==> config.mk <==
export PLATFORM = sky130hd
export DESIGN_NAME = rst_sequencer
export DESIGN_NICKNAME = d
export VERILOG_FILES = /design/src/rtl/rst_sequencer.sv
export SDC_FILE = /design/constraint.sdc
export NUM_CORES = 1
export LEC_CHECK = 0
export BUFFER_PORTS_ARGS = -buffer_cell sky130_fd_sc_hd__buf_4
export CORE_MARGIN = 2
export CORE_UTILIZATION = 60
export CTS_BUF_LIST = sky130_fd_sc_hd__clkbuf_8
export CTS_CLUSTER_SIZE = 30
export DETAILED_ROUTE_END_ITERATION = 7
export GPL_ROUTABILITY_DRIVEN = 0
export PLACE_DENSITY = 0.9
export SYNTH_ARGS = -nofsm -noshare
export SYNTH_HDL_FRONTEND = slang
export SYNTH_SLANG_ARGS = --single-unit
export TNS_END_PERCENT = 50
==> constraint.sdc <==
create_clock -name clk -period 2.5 [get_ports clk]
set_clock_uncertainty 0.1 [all_clocks]
set_input_delay 0 -clock clk [delete_from_list [all_inputs] [get_ports clk]]
set_output_delay 0 -clock clk [all_outputs]
set_load 0.005 [all_outputs]
==> src/rtl/rst_sequencer.sv <==
// Staged reset sequencer: holds every downstream stage in reset, then releases
// the stages one by one, and restarts the sequence on a fault or a software request.
module rst_sequencer #(
  parameter int unsigned NUM_STAGES = 3,
  parameter int unsigned HOLD_CYC   = 8,
  parameter int unsigned STAGE_DLY  = 16
) (
  input  logic                  clk,
  input  logic                  rst,
  input  logic                  sw_rst_req,
  input  logic                  fault,
  output logic [NUM_STAGES-1:0] stage_rst_n,
  output logic                  sys_rdy,
  output logic                  sw_rst_ack,
  output logic [7:0]            restart_cnt
);

  typedef enum logic [1:0] {
    ST_HOLD,
    ST_RELEASE,
    ST_RUN
  } state_t;

  localparam logic [7:0]            HOLD_LAST = 8'(HOLD_CYC - 1);
  localparam logic [7:0]            DLY_LAST  = 8'(STAGE_DLY - 1);
  localparam logic [2:0]            IDX_LAST  = 3'(NUM_STAGES - 1);
  localparam logic [NUM_STAGES-1:0] STAGE_ONE = NUM_STAGES'(1);

  state_t                  state_q, state_d;
  logic [7:0]              cnt_q, cnt_d;
  logic [2:0]              idx_q, idx_d;
  logic [NUM_STAGES-1:0]   stage_q, stage_d;
  logic                    rdy_q, rdy_d;
  logic                    ack_q, ack_d;
  logic [7:0]              rcnt_q, rcnt_d;
  logic                    restart;

  always_ff @(posedge clk or posedge rst) begin
    if (rst) begin
      state_q <= ST_HOLD;
      cnt_q   <= '0;
      idx_q   <= '0;
      stage_q <= '0;
      rdy_q   <= 1'b0;
      ack_q   <= 1'b0;
      rcnt_q  <= '0;
    end else begin
      state_q <= state_d;
      cnt_q   <= cnt_d;
      idx_q   <= idx_d;
      stage_q <= stage_d;
      rdy_q   <= rdy_d;
      ack_q   <= ack_d;
      rcnt_q  <= rcnt_d;
    end
  end

  always_comb begin
    state_d = state_q;
    cnt_d   = cnt_q;
    idx_d   = idx_q;
    stage_d = stage_q;
    rdy_d   = rdy_q;
    ack_d   = 1'b0;
    rcnt_d  = rcnt_q;
    restart = 1'b0;

    unique case (state_q)
      ST_HOLD: begin
        stage_d = '0;
        rdy_d   = 1'b0;
        // A fault here only stretches the hold; it is not counted as a restart.
        if (fault) begin
          cnt_d = '0;
        end else if (cnt_q == HOLD_LAST) begin
          state_d = ST_RELEASE;
          cnt_d   = '0;
          idx_d   = '0;
        end else begin
          cnt_d = cnt_q + 8'd1;
        end
      end

      ST_RELEASE: begin
        if (fault) begin
          restart = 1'b1;
        end else if (cnt_q == DLY_LAST) begin
          stage_d = stage_q | (STAGE_ONE << idx_q);
          cnt_d   = '0;
          idx_d   = idx_q + 3'd1;
          if (idx_q == IDX_LAST) begin
            state_d = ST_RUN;
            rdy_d   = 1'b1;
          end
        end else begin
          cnt_d = cnt_q + 8'd1;
        end
      end

      ST_RUN: begin
        stage_d = '1;
        rdy_d   = 1'b1;
        if (fault || sw_rst_req) begin
          restart = 1'b1;
          ack_d   = sw_rst_req;
        end
      end

      default: state_d = ST_HOLD;
    endcase

    // Shared restart path for RELEASE and RUN aborts.
    if (restart) begin
      state_d = ST_HOLD;
      cnt_d   = '0;
      idx_d   = '0;
      stage_d = '0;
      rdy_d   = 1'b0;
      if (rcnt_q != 8'hFF) rcnt_d = rcnt_q + 8'd1;
    end
  end

  assign stage_rst_n = stage_q;
  assign sys_rdy     = rdy_q;
  assign sw_rst_ack  = ack_q;
  assign restart_cnt = rcnt_q;

endmodule

# After elaboration in Yosys (flattened, before gate mapping)
# Index checks and enable logic that the tools add are counted.
# op_classes
n_eq_ne,12
mux,33
shifts,1
div_mod_pow,0
multipliers,0
order_cmp,0
n_addsub,3
bitwise_logic,1
reduce_logical,10
# op_table
op,n
$mux 8,5
$mux 3,8
$add 8x1->8 const B,2
$pmux 8 s2,1
$ne 3x3->1 const B,5
$mux 2,6
$pmux 3 s3,1
$eq 8x3->1 const B,1
$eq 8x4->1 const B,1
$mux 1,8
$ne 8x8->1 const B,1
$pmux 2 s3,1
$pmux 3 s2,1
$reduce_and 6->1,1
$reduce_and 5->1,1
$reduce_and 2->1,2
$reduce_and 4->1,1
$reduce_bool 4->1,1
$add 3x1->3 const B,1
$eq 3x2->1 const B,1
$or 3x3->3,1
$pmux 1 s3,1
$reduce_and 3->1,1
$reduce_bool 3->1,1
7 further kinds,7
# word_totals
ff_bits,26
n_memories,0
ram_bits,0
latchBits,0
elab_cells,67
mem_bits_ro,0
out_inout_bits,13
inputBits,4

# Longest topological paths before layout
# Gate-level depths: netlist (run 1).
# depth
word_depth,6
depth_mapped,8

# Worst setup path after synthesis (run 1)
# Ideal clock, no wire load.
# synth_timing
path_kind,register to register
startpoint,register state_q[0]
endpoint,register state_q[1]
n_path_buf,1
arrival_ps,1773
path_stages_with_launch,8
path_slack_ps,502
synth_period_minus_slack_ps,1998
required_ps,2275
cell_sequence,dfrtp_1 inv_1 ha_1 a21oi_1 or3b_4 buf_6 and2_4 mux2_4
# synth_via
elab_chain_cells,4
# synth_rtl
item,line,rtl
start: declaration,29,"state_t state_q, state_d;"
start signal: assignment,48,state_q <= state_d;
$eq 2x2->1 or $eq 2x1->1 (tied branches),68,unique case (state_q)
$pmux 1 s2,68,
$ne 3x3->1 (no source line) or $ne 2x2->1 (tied branches),n/a,
$reduce_and 6->1 (no source line),n/a,
# Several ways; a longest one is shown, not always the timed one.
# A chain may end at the register's enable or synchronous reset.

# Worst setup path after layout (run 1)
# Same ends and word-level chain as after synthesis.

==> summary.txt, run 1 <==
Timing
  – RSZ-0062 raised after global routing: no
  – Final setup vio count: 0
  – Slew @ Worst Pin: a little under 1 ns
  – Max Freq: 456.4 MHz
  – Fin. Hold Viols: 0
  – Period minus WS final: 2.191 ns
  – Slew Limit Headroom: roughly 35%
  – Final period utilization: between 80% and 90%
  – Slew Viols, Final: 0
  – Setup_tns: 0 ns

Hold path
  – Hold Crit Depth: 4
  – Worst min path class: in -> reg

Floorplanning
  – Num rows: 18
  – Die area: roughly 3000 um2
  – Vert. Die Dim: approximately 56 um
  – Die width: about 56 um
  – Core ar.: 2500 um2
  – Initial Util: a little under two thirds
  – Io pins: 17

Clock network
  – Clock buffer depth: 2
  – Num CTS Buffers: 3
  – Clock transition at path regs: approximately 0.090 ns
  – CTS tree: done
  – Clock sinks: 26
  – H-tree levels: 1
  – Clk Latency, worst-skew pair: between 0.2 and 0.3 ns
  – CTS resizes: 0
  – Clk root buf: clkbuf_8
  – Post CTS Setup Buffer Count: 0

Logic synthesis
  – Post-synthesis mux area share: 2.278%
  – Count of different cell masters after synthesis: 43
  – Ranking of synthesized cells by area: dfrtp_1 (41%), ha_1 (8.6%), nand2_1 (3.3%)
  – Synth warn: 0
  – Post-synthesis compound-gate area fraction: around 15%
  – Syn Inst Count: between 150 and 200
  – XOR/XNOR Fraction of Synth Area: 3.849%
  – Mapped Nets: around 180
  – Main combinational cell family by area after synthesis: simple AND/OR/NAND/NOR gates
  – Number of synthesized flops with an enable pin: 0
  – Async set-reset flop share out of synthesis: 100.0%
  – Syn_area_per_cell: between 9 and 10 um2
  – Post-synthesis adder-cell area fraction: roughly 8.6%
  – Ys flop type: dfrtp_1
  – Sequential fraction of the synthesis area: between 40 and 50%
  – Number of synthesized register bits: 26
  – Area leader, netlist: dfrtp_1
  – Post-Synth Simple-Gate Area: about 26%
  – Post-synth top area share: about 41%
  – Mapped cell area: between 1500 and 2000 um2

Final layout
  – Nets@finish: 199
  – Layout fillers: 181
  – Multi-input logic area: 884.6 um2
  – P&R area growth vs syn: 12.25%
  – Register Area: around 650 um2
  – Most frequent cells in the layout: dfrtp_1 (26), buf_4 (17), nand2_1 (14)
  – Antenna diodes: 0
  – Share of layout cells above drive strength 1: a little under a fifth
  – Commonest non-fill, non-tap cell in the layout: dfrtp_1

Detailed routing
  – Routed len/inst: about 14 um
  – Via Count: about 1300
  – DRC Markers: 0
  – Detailed Route Iter0 Violations: 33
  – DRT antenna net count: 0
  – TritonRoute pass-1 iters: 4
  – Drt via density: about 6.0
  – WL final: 3049 um

Power
  – Leakage Power: around 0.9 nW
  – PD cells: between 700 and 800 nW/um2
  – VDD IR max: 0.7145 mV
  – Total Power: 1.352 mW

Critical path
  – Slowest CP cell: dfrtp_1
  – Crit path cell chain: inv_1 -> ha_1 -> a21oi_1 -> or3b_4 -> o41ai_2 -> o21ai_2 -> mux2_4
  – Worst Path Buf+Inv: 1
  – CP endpoint kind: flop
  – Delay-heaviest family, CP: compound AO/OA/AOI/OAI gates
  – Worst setup path category: reg -> reg
  – Worst path max stage delay: 0.44 ns
  – Crit path capture: state_q[1]$_DFFE_PP0P_
  – Critical path fanouts, max: 13
  – Critical Path Source Type: flop
  – Critical Path Start: state_q[0]$_DFFE_PP0P_
  – CP Data Required Time: 2.57 ns
  – FF-to-FF setup slack: roughly 0.31 ns
  – Worst EP arrival: approximately 2.3 ns
  – Reg2Reg Depth: 7
  – RR Startpoint: state_q[0]$_DFFE_PP0P_
  – Critical path depth: 7
  – Reg-to-reg endpoint: state_q[1]$_DFFE_PP0P_

Job
  – Max cap viols: 0

Global route
  – Initial antenna violation count: 0
  – Vias in the first global route: approximately 1200
  – First-pass GRT wire length: about 5400 um
  – GRT Resource Usage Total: 21.83%
  – Largest net degree at the start of global routing: 27
  – Total gr overflow: 0

Status
  – Run status: finished clean

Placed design
  – Post-DP HPWL: 2265 um
  – Port buffer count: 16
-- what timing repair did --
| action | CTS | global route |
|---|---|---|
| endpoints found under the setup margin | 0 | 0 |
| hold endpoints to repair | 27 | 0 |
| hold buffers | 2 | 0 |
-- cells in the mapped netlist, types with 5 or more instances --
cell type / instances
a21oi_1: 7
and3_1: 5
dfrtp_1: 26
ha_1: 11
inv_1: 7
nand2_1: 14
nand3_1: 8
nor2_1: 11
nor3_1: 5
nor3b_1: 7
o21ai_0: 10
xnor2_1: 5
-- flip-flops by register name, summed over array words and instances (netlist names) --
name	cells
sys_rdy	1
stage_rst_n	3
restart_cnt	8
idx_q	3
state_q	2
cnt_q	8
sw_rst_ack	1
-- stage by stage --
stage	std cells	util (%)	instance area, um2	hold slack, ns	worst slack, ns
4_1_cts	212	71.52	1788	0.04861	0.3249
5_1_grt	212	71.52	1788	0.08017	0.1355
3_3_place_gp	207	69.07	1727	0.1420	0.4301
3_5_place_dp	207	69.07	1727	0.1380	0.3431
6_report	212	71.52	1788	0.05558	0.3091
2_1_floorplan	164	-	1593	-0.05998	0.5023
-- worst min-delay path by stage --
stage	start	to	slack (ns)
CTS	fault	cnt_q[2]$_DFFE_PP0P_	0.05
global route	fault	cnt_q[2]$_DFFE_PP0P_	0.08
finish	fault	cnt_q[2]$_DFFE_PP0P_	0.06
global placement	sw_rst_req	sw_rst_ack$_DFF_PP0_	0.14
floorplan	rst	cnt_q[0]$_DFFE_PP0P_	-0.06
detailed placement	sw_rst_req	sw_rst_ack$_DFF_PP0_	0.14
-- cell families after synthesis --
family / after synthesis
AOI/OAI and AO/OA: 36
xor gates and xnor gates: 7
adders and majority gates: 11
buffers and inverters: 11
DFF: 26
muxes: 3
and+or+nand+nor: 70
-- cell type report --
cell class / instances / area share, %
Multi-Input combinational cell: 127 / 49.48
Sequential cell: 26 / 36.39
Timing Repair Buffer: 19 / 8.258
Clock buffer: 3 / 2.309
Tap cell: 30 / 2.099
Inverter: 7 / 1.470
-- worst min-delay path, cell delays in order --
cell     delay (ns)
buf_4          0.16
nor2_1         0.06
a21oi_1        0.12
nor2_1         0.05
-- power breakdown --
group	switching [mW]	internal, mW	leakage (nW)	total (mW)
logic	0.314	0.256	0.495	0.570
registers	0.0603	0.482	0.357	0.543
clock network	0.131	0.108	0.0216	0.239
-- metal layers --
| metal | vias up | share of wire, % | global-route usage, % |
|---|---|---|---|
| li1 | 616 | - | - |
| met3 | 3 | 2.3 | 2.108 |
| met4 | 0 | 1.0 | 9.408 |
| met2 | 29 | 50 | 35.71 |
| met5 | - | 0 | 0 |
| met1 | 621 | 47 | 29.48 |
(Power assumes the default switching activity.)
==> inputs of run 2 (changes only) <==
==> constraint.sdc (replaced) <==
create_clock -name clk -period 2.5 [get_ports clk]
set_clock_uncertainty 0.1 [all_clocks]
set_input_delay 0.5 -clock clk [delete_from_list [all_inputs] [get_ports clk]]
set_output_delay 0.5 -clock clk [all_outputs]
set_load 0.005 [all_outputs]
==> run 2 against run 1 <==
Via count rose by 2.0%. Sequential share of layout area decreased by 0.13 points. Sequential cell count unchanged. Hold slack better by 0.12 ns. Critical path depth stayed put. Wire length up 11%. Sequential power is essentially flat. Largest cell class unchanged.
==> summary.txt, run 2 (same netlist as run 1, synthesis figures left out) <==
Floorplanning
  – Num rows: 18 (unchanged)
  – Vert. Die Dim: 55.53 um (unchanged)
  – Die area: 3083 um2 (unchanged)
  – Core ar.: 2500 um2 (unchanged)
  – Initial Util: 63.71% (unchanged)
  – Io pins: 17 (unchanged)
  – Die width: 55.53 um (unchanged)

Critical path
  – Delay-heaviest family, CP: compound AO/OA/AOI/OAI gates (unchanged)
  – Reg2Reg Depth: 7 (unchanged)
  – Crit path cell chain: inv_1 -> ha_1 -> a21oi_1 -> or3b_4 -> o41ai_2 -> o21ai_2 -> mux2_4 (unchanged)
  – Worst path max stage delay: 0.44 ns (about the same)
  – Critical path fanouts, max: 13 (unchanged)
  – CP Data Required Time: 2.57 ns (about the same)
  – Slowest CP cell: dfrtp_1 (unchanged)
  – Worst setup path category: reg -> reg (unchanged)
  – Worst EP arrival: 2.29 ns (was 2.26 ns)
  – Critical Path Source Type: flop (unchanged)
  – CP endpoint kind: flop (unchanged)
  – Worst Path Buf+Inv: 1 (unchanged)
  – Critical path depth: 7 (unchanged)

Global route
  – Vias in the first global route: 1292 (was 1249)
  – GRT Resource Usage Total: 23.46% (was 21.83%)
  – Initial antenna violation count: 0 (unchanged)
  – Largest net degree at the start of global routing: 27 (unchanged)
  – Total gr overflow: 0 (unchanged)
  – First-pass GRT wire length: 5727 um (was 5416 um)

Timing
  – Fin. Hold Viols: 0 (unchanged)
  – Slew @ Worst Pin: 0.4309 ns (was 0.9684 ns)
  – RSZ-0062 raised after global routing: no (unchanged)
  – Final setup vio count: 0 (unchanged)
  – Final period utilization: 88.57% (was 87.63%)
  – Slew Limit Headroom: 71.03% (was 35.37%)
  – Period minus WS final: 2.214 ns (was 2.191 ns)
  – Setup_tns: 0 ns (unchanged)
  – Slew Viols, Final: 0 (unchanged)
  – Max Freq: 451.6 MHz (was 456.4 MHz)

Final layout
  – Nets@finish: 198 (was 199)
  – Share of layout cells above drive strength 1: 20.33% (was 18.68%)
  – Layout fillers: 176 (was 181)
  – Cell Count, Final, Fillers Out: 212 (unchanged)
  – Most frequent cells in the layout: dfrtp_1 (26), buf_4 (18), nand2_1 (14) (was dfrtp_1 (26), buf_4 (17), nand2_1 (14))
  – Antenna diodes: 0 (unchanged)
  – Commonest non-fill, non-tap cell in the layout: dfrtp_1 (unchanged)
  – P&R area growth vs syn: 12.65% (was 12.25%)
  – Register Area: 650.6 um2 (unchanged)
  – Multi-input logic area: 889.6 um2 (was 884.6 um2)

Clock network
  – Num CTS Buffers: 3 (unchanged)
  – Clock transition at path regs: 0.09 ns (about the same)
  – Clock buffer depth: 2 (unchanged)
  – Clock sinks: 26 (unchanged)
  – Clk Latency, worst-skew pair: 0.28 ns (was 0.27 ns)
  – Post CTS Setup Buffer Count: 0 (unchanged)
  – Clk root buf: clkbuf_8 (unchanged)
  – CTS tree: done (unchanged)
  – H-tree levels: 1 (unchanged)

Job
  – Max cap viols: 0 (unchanged)

Power
  – PD cells: 786.4 nW/um2 (was 756.2 nW/um2)
  – VDD IR max: 0.6742 mV (was 0.7145 mV)
  – Total Power: 1.411 mW (was 1.352 mW)
  – Leakage Power: 0.8824 nW (was 0.8741 nW)

Detailed routing
  – DRC Markers: 0 (unchanged)
  – Drt via density: 6.104 (was 5.986)
  – Routed len/inst: 15.91 um (was 14.38 um)
  – WL final: 3372 um (was 3049 um)
  – Detailed Route Iter0 Violations: 32 (was 33)
  – DRT antenna net count: 0 (unchanged)
  – TritonRoute pass-1 iters: 4 (unchanged)
  – Via Count: 1294 (was 1269)

Placed design
  – Port buffer count: 16 (unchanged)
  – Placed Cells: 208 (was 207)
  – Post-DP HPWL: 2427 um (was 2265 um)

Status
  – Run status: finished clean (unchanged)

Hold path
  – Worst min path class: in -> async (was in -> reg)
## run 2: cell types whose count changed in the layout (fill, tap and decap cells not counted)
| cell | before | now |
|---|---|---|
| clkbuf_8 | 3 | 4 |
| dlygate4sd3_1 | 2 | 0 |
| buf_4 | 17 | 18 |
| nor3b_2 | 0 | 1 |
| nor3b_1 | 7 | 6 |
## run 2: path summary, 6_finish.rpt
kind / startpoint / end / slack, ns
hold / removal: rst / idx_q[0]$_DFFE_PP0P_ / 0.17
setup reg to reg: state_q[0]$_DFFE_PP0P_ / state_q[1]$_DFFE_PP0P_ / 0.29
setup / recovery: state_q[0]$_DFFE_PP0P_ / state_q[1]$_DFFE_PP0P_ / 0.29
max in group asynchronous: rst / cnt_q[1]$_DFFE_PP0P_ / 1.87
hold reg to reg: restart_cnt[7]$_DFFE_PP0P_ / restart_cnt[7]$_DFFE_PP0P_ / 0.42
min in group clk: sw_rst_req / sw_rst_ack$_DFF_PP0_ / 0.35
## run 2: tightest hold or removal path, cell delays in order
cell and delay (ns):
buf_4 0.10, inv_1 0.04, buf_4 0.31
## run 2: cell type report
| class | count | area share [%] |
|---|---|---|
| sequential | 26 | 36.26 |
| clock buffer | 4 | 3.068 |
| tap | 30 | 2.092 |
| timing repair buffer | 18 | 7.531 |
| inverter | 7 | 1.464 |
| multi-input combinational | 127 | 49.58 |
## run 2: routing by layer
metal  GRT usage, %  wire (um)
met3          2.342         65
met5              0          0
met4          10.80         54
met1          29.66       1547
met2          40.31       1706
## run 2: stage by stage
step / utilization (%) / cell area, um2 / worst slack (ns) / hold slack [ns]
6_report: 71.77 / 1794 / 0.2857 / 0.1737
5_1_grt: 71.77 / 1794 / 0.09134 / 0.2114
4_1_cts: 71.57 / 1789 / 0.2857 / 0.1856
3_5_place_dp: 69.37 / 1734 / 0.3151 / 0.3979
3_3_place_gp: 69.37 / 1734 / 0.4298 / 0.3792
2_1_floorplan: - / 1593 / 0.5023 / 0.3791
## run 2: what timing repair did
| action | 4_1_cts | 5_1_grt |
|---|---|---|
| endpoints found under the hold margin | 0 | 0 |
| endpoints found under the setup margin | 0 | 1 |
| resized for setup | 0 | 1 |
| hold buffers | 0 | 0 |
## run 2: report_power, final
group          switching (mW)  internal, mW
logic                   0.332         0.254
registers              0.0638         0.482
clock network           0.138         0.141
==> inputs of run 3 (changes only) <==
--- a/config.mk
+++ b/config.mk
@@ -7,12 +7,12 @@
 export LEC_CHECK = 0
 export BUFFER_PORTS_ARGS = -buffer_cell sky130_fd_sc_hd__buf_4
 export CORE_MARGIN = 2
-export CORE_UTILIZATION = 60
+export CORE_UTILIZATION = 45
 export CTS_BUF_LIST = sky130_fd_sc_hd__clkbuf_8
 export CTS_CLUSTER_SIZE = 30
 export DETAILED_ROUTE_END_ITERATION = 7
 export GPL_ROUTABILITY_DRIVEN = 0
-export PLACE_DENSITY = 0.9
+export PLACE_DENSITY = 0.64
 export SYNTH_ARGS = -nofsm -noshare
 export SYNTH_HDL_FRONTEND = slang
 export SYNTH_SLANG_ARGS = --single-unit
==> run 3 against run 2 <==
Wire length down 5.8%. Sequential share of layout area down 0.62 points. Hold slack worse by 0.0098 ns. Clock-buffer cell count down 1. Die area up 31%. Maximum frequency about the same. Critical path depth unchanged. Critical endpoint unchanged. Largest power group unchanged.
==> summary.txt, run 3 (same netlist as run 1, synthesis figures left out) <==
Status
  – Run status: finished clean (unchanged)

Timing
  – Setup_tns: 0 ns (unchanged)
  – Max Freq: 451.2 MHz (was 451.6 MHz)
  – Final period utilization: 88.66% (was 88.57%)
  – Fin. Hold Viols: 0 (unchanged)
  – Slew Limit Headroom: 69.21% (was 71.03%)
  – Final Worst Setup Slack: 0.2836 ns (was 0.2857 ns)
  – Slew @ Worst Pin: 0.4579 ns (was 0.4309 ns)
  – Slew Viols, Final: 0 (unchanged)
  – RSZ-0062 raised after global routing: no (unchanged)
  – Period minus WS final: 2.216 ns (was 2.214 ns)
  – Final setup vio count: 0 (unchanged)

Clock network
  – Clock transition at path regs: 0.10 ns (was 0.09 ns)
  – Clock sinks: 26 (unchanged)
  – Clock buffer depth: 2 (unchanged)
  – CTS resizes: 0 (unchanged)
  – CTS tree: done (unchanged)
  – Num CTS Buffers: 3 (unchanged)
  – H-tree levels: 1 (unchanged)
  – Hold buffer count at cts: 0 (unchanged)
  – Clk Latency, worst-skew pair: 0.28 ns (about the same)
  – Post CTS Setup Buffer Count: 0 (unchanged)
  – Clk root buf: clkbuf_8 (unchanged)

Final layout
  – Nets@finish: 198 (unchanged)
  – Most frequent cells in the layout: dfrtp_1 (26), buf_4 (18), nand2_1 (14) (unchanged)
  – Register Area: 650.6 um2 (unchanged)
  – Antenna diodes: 0 (unchanged)
  – P&R area growth vs syn: 14.61% (was 12.65%)
  – Multi-input logic area: 884.6 um2 (was 889.6 um2)
  – Final Instance Area: 1826 um2 (was 1794 um2)
  – Commonest non-fill, non-tap cell in the layout: dfrtp_1 (unchanged)
  – Share of layout cells above drive strength 1: 19.78% (was 20.33%)
  – Layout fillers: 337 (was 176)
  – Final core utilization: 54.28% (was 71.77%)

Critical path
  – RR Startpoint: state_q[0]$_DFFE_PP0P_ (unchanged)
  – Worst EP arrival: 2.28 ns (was 2.29 ns)
  – FF-to-FF setup slack: 0.28 ns (was 0.29 ns)
  – Critical path fanouts, max: 13 (unchanged)
  – Crit path capture: state_q[1]$_DFFE_PP0P_ (unchanged)
  – Worst setup path category: reg -> reg (unchanged)
  – Reg2Reg Depth: 7 (unchanged)
  – CP Data Required Time: 2.57 ns (about the same)
  – Reg-to-reg endpoint: state_q[1]$_DFFE_PP0P_ (unchanged)
  – CP endpoint kind: flop (unchanged)
  – Critical Path Start: state_q[0]$_DFFE_PP0P_ (unchanged)
  – Critical Path Source Type: flop (unchanged)

Global route
  – Vias in the first global route: 1255 (was 1292)
  – Initial antenna violation count: 0 (unchanged)
  – First-pass GRT wire length: 5754 um (was 5727 um)
  – Largest net degree at the start of global routing: 27 (unchanged)
  – GRT Resource Usage Total: 17.89% (was 23.46%)
  – Total gr overflow: 0 (unchanged)

Job
  – Max cap viols: 0 (unchanged)

Detailed routing
  – WL final: 3177 um (was 3372 um)
  – DRT antenna net count: 0 (unchanged)
  – Drt via density: 5.579 (was 6.104)
  – Via Count: 1272 (was 1294)
  – TritonRoute pass-1 iters: 4 (unchanged)
  – Detailed Route Iter0 Violations: 39 (was 32)
  – Routed len/inst: 13.93 um (was 15.91 um)
  – DRC Markers: 0 (unchanged)

Placed design
  – Post-DP HPWL: 2346 um (was 2427 um)
  – Pre-CTS WS: 0.3202 ns (was 0.3151 ns)
  – Port buffer count: 16 (unchanged)
  – Area after DPL: 1754 um2 (was 1734 um2)

Floorplanning
  – Vert. Die Dim: 63.50 um (was 55.53 um)
  – Initial Util: 47.36% (was 63.71%)
  – Die area: 4032 um2 (was 3083 um2)
  – Io pins: 17 (unchanged)
  – Core ar.: 3363 um2 (was 2500 um2)
  – Die width: 63.50 um (was 55.53 um)
  – Num rows: 21 (was 18)

Power
  – PD cells: 800.7 nW/um2 (was 786.4 nW/um2)
  – VDD IR max: 0.3622 mV (was 0.6742 mV)
  – Total Power: 1.462 mW (was 1.411 mW)
  – Leakage Power: 0.8847 nW (was 0.8824 nW)

Hold path
  – Worst min path class: in -> async (unchanged)
run 3: power by group:
| group | internal, mW | total, mW | switching, mW |
|---|---|---|---|
| logic | 0.252 | 0.561 | 0.310 |
| clock network | 0.215 | 0.356 | 0.142 |
| registers | 0.482 | 0.544 | 0.0620 |
| total | 0.948 | 1.46 | 0.513 |
run 3: cell type report:
cell class              instances  area share [%]
clock buffers                   3           2.262
clock inverters                 1           1.645
inverters                       7           1.439
multi-input cells             127           48.46
flip-flops and latches         26           35.64
well taps                      46           3.153
repair buffers                 18           7.402
run 3: worst min path at each step:
| stage | start | endpoint | slack, ns | depth (start not counted) |
|---|---|---|---|---|
| finish | rst | restart_cnt[2]$_DFFE_PP0P_ | 0.16 | 3 |
| global route | rst | restart_cnt[3]$_DFFE_PP0P_ | 0.22 | 3 |
| CTS | rst | restart_cnt[2]$_DFFE_PP0P_ | 0.18 | 3 |
| detailed placement | restart_cnt[7]$_DFFE_PP0P_ | restart_cnt[7]$_DFFE_PP0P_ | 0.39 | 1 |
| global placement | restart_cnt[7]$_DFFE_PP0P_ | restart_cnt[7]$_DFFE_PP0P_ | 0.39 | 1 |
| floorplan | cnt_q[0]$_DFFE_PP0P_ | cnt_q[0]$_DFFE_PP0P_ | 0.38 | 1 |
run 3: routing by layer:
metal / share of wire [%] / up-vias / routed length, um / track usage (%)
met4: 1.8 / 0 / 57 / 7.337
met3: 1.9 / 5 / 61 / 2.857
li1: - / 621 / - / -
met5: 0 / - / 0 / 0
met2: 49 / 11 / 1570 / 30.00
met1: 47 / 635 / 1487 / 22.87
run 3: worst max-delay path, cell delays in order, from the launching register on:
cell and delay [ns]:
dfrtp_1 0.44, inv_1 0.10, ha_1 0.29, a21oi_1 0.24, or3b_4 0.31, o41ai_2 0.13
o21ai_2 0.20, mux2_4 0.31
run 3: stage by stage:
step / hold slack (ns) / cells
after floorplan: 0.3791 / 164
after global placement: 0.3866 / 224
after detailed placement: 0.3908 / 224
after CTS: 0.1822 / 228
after global routing: 0.2164 / 228
final: 0.1639 / 228
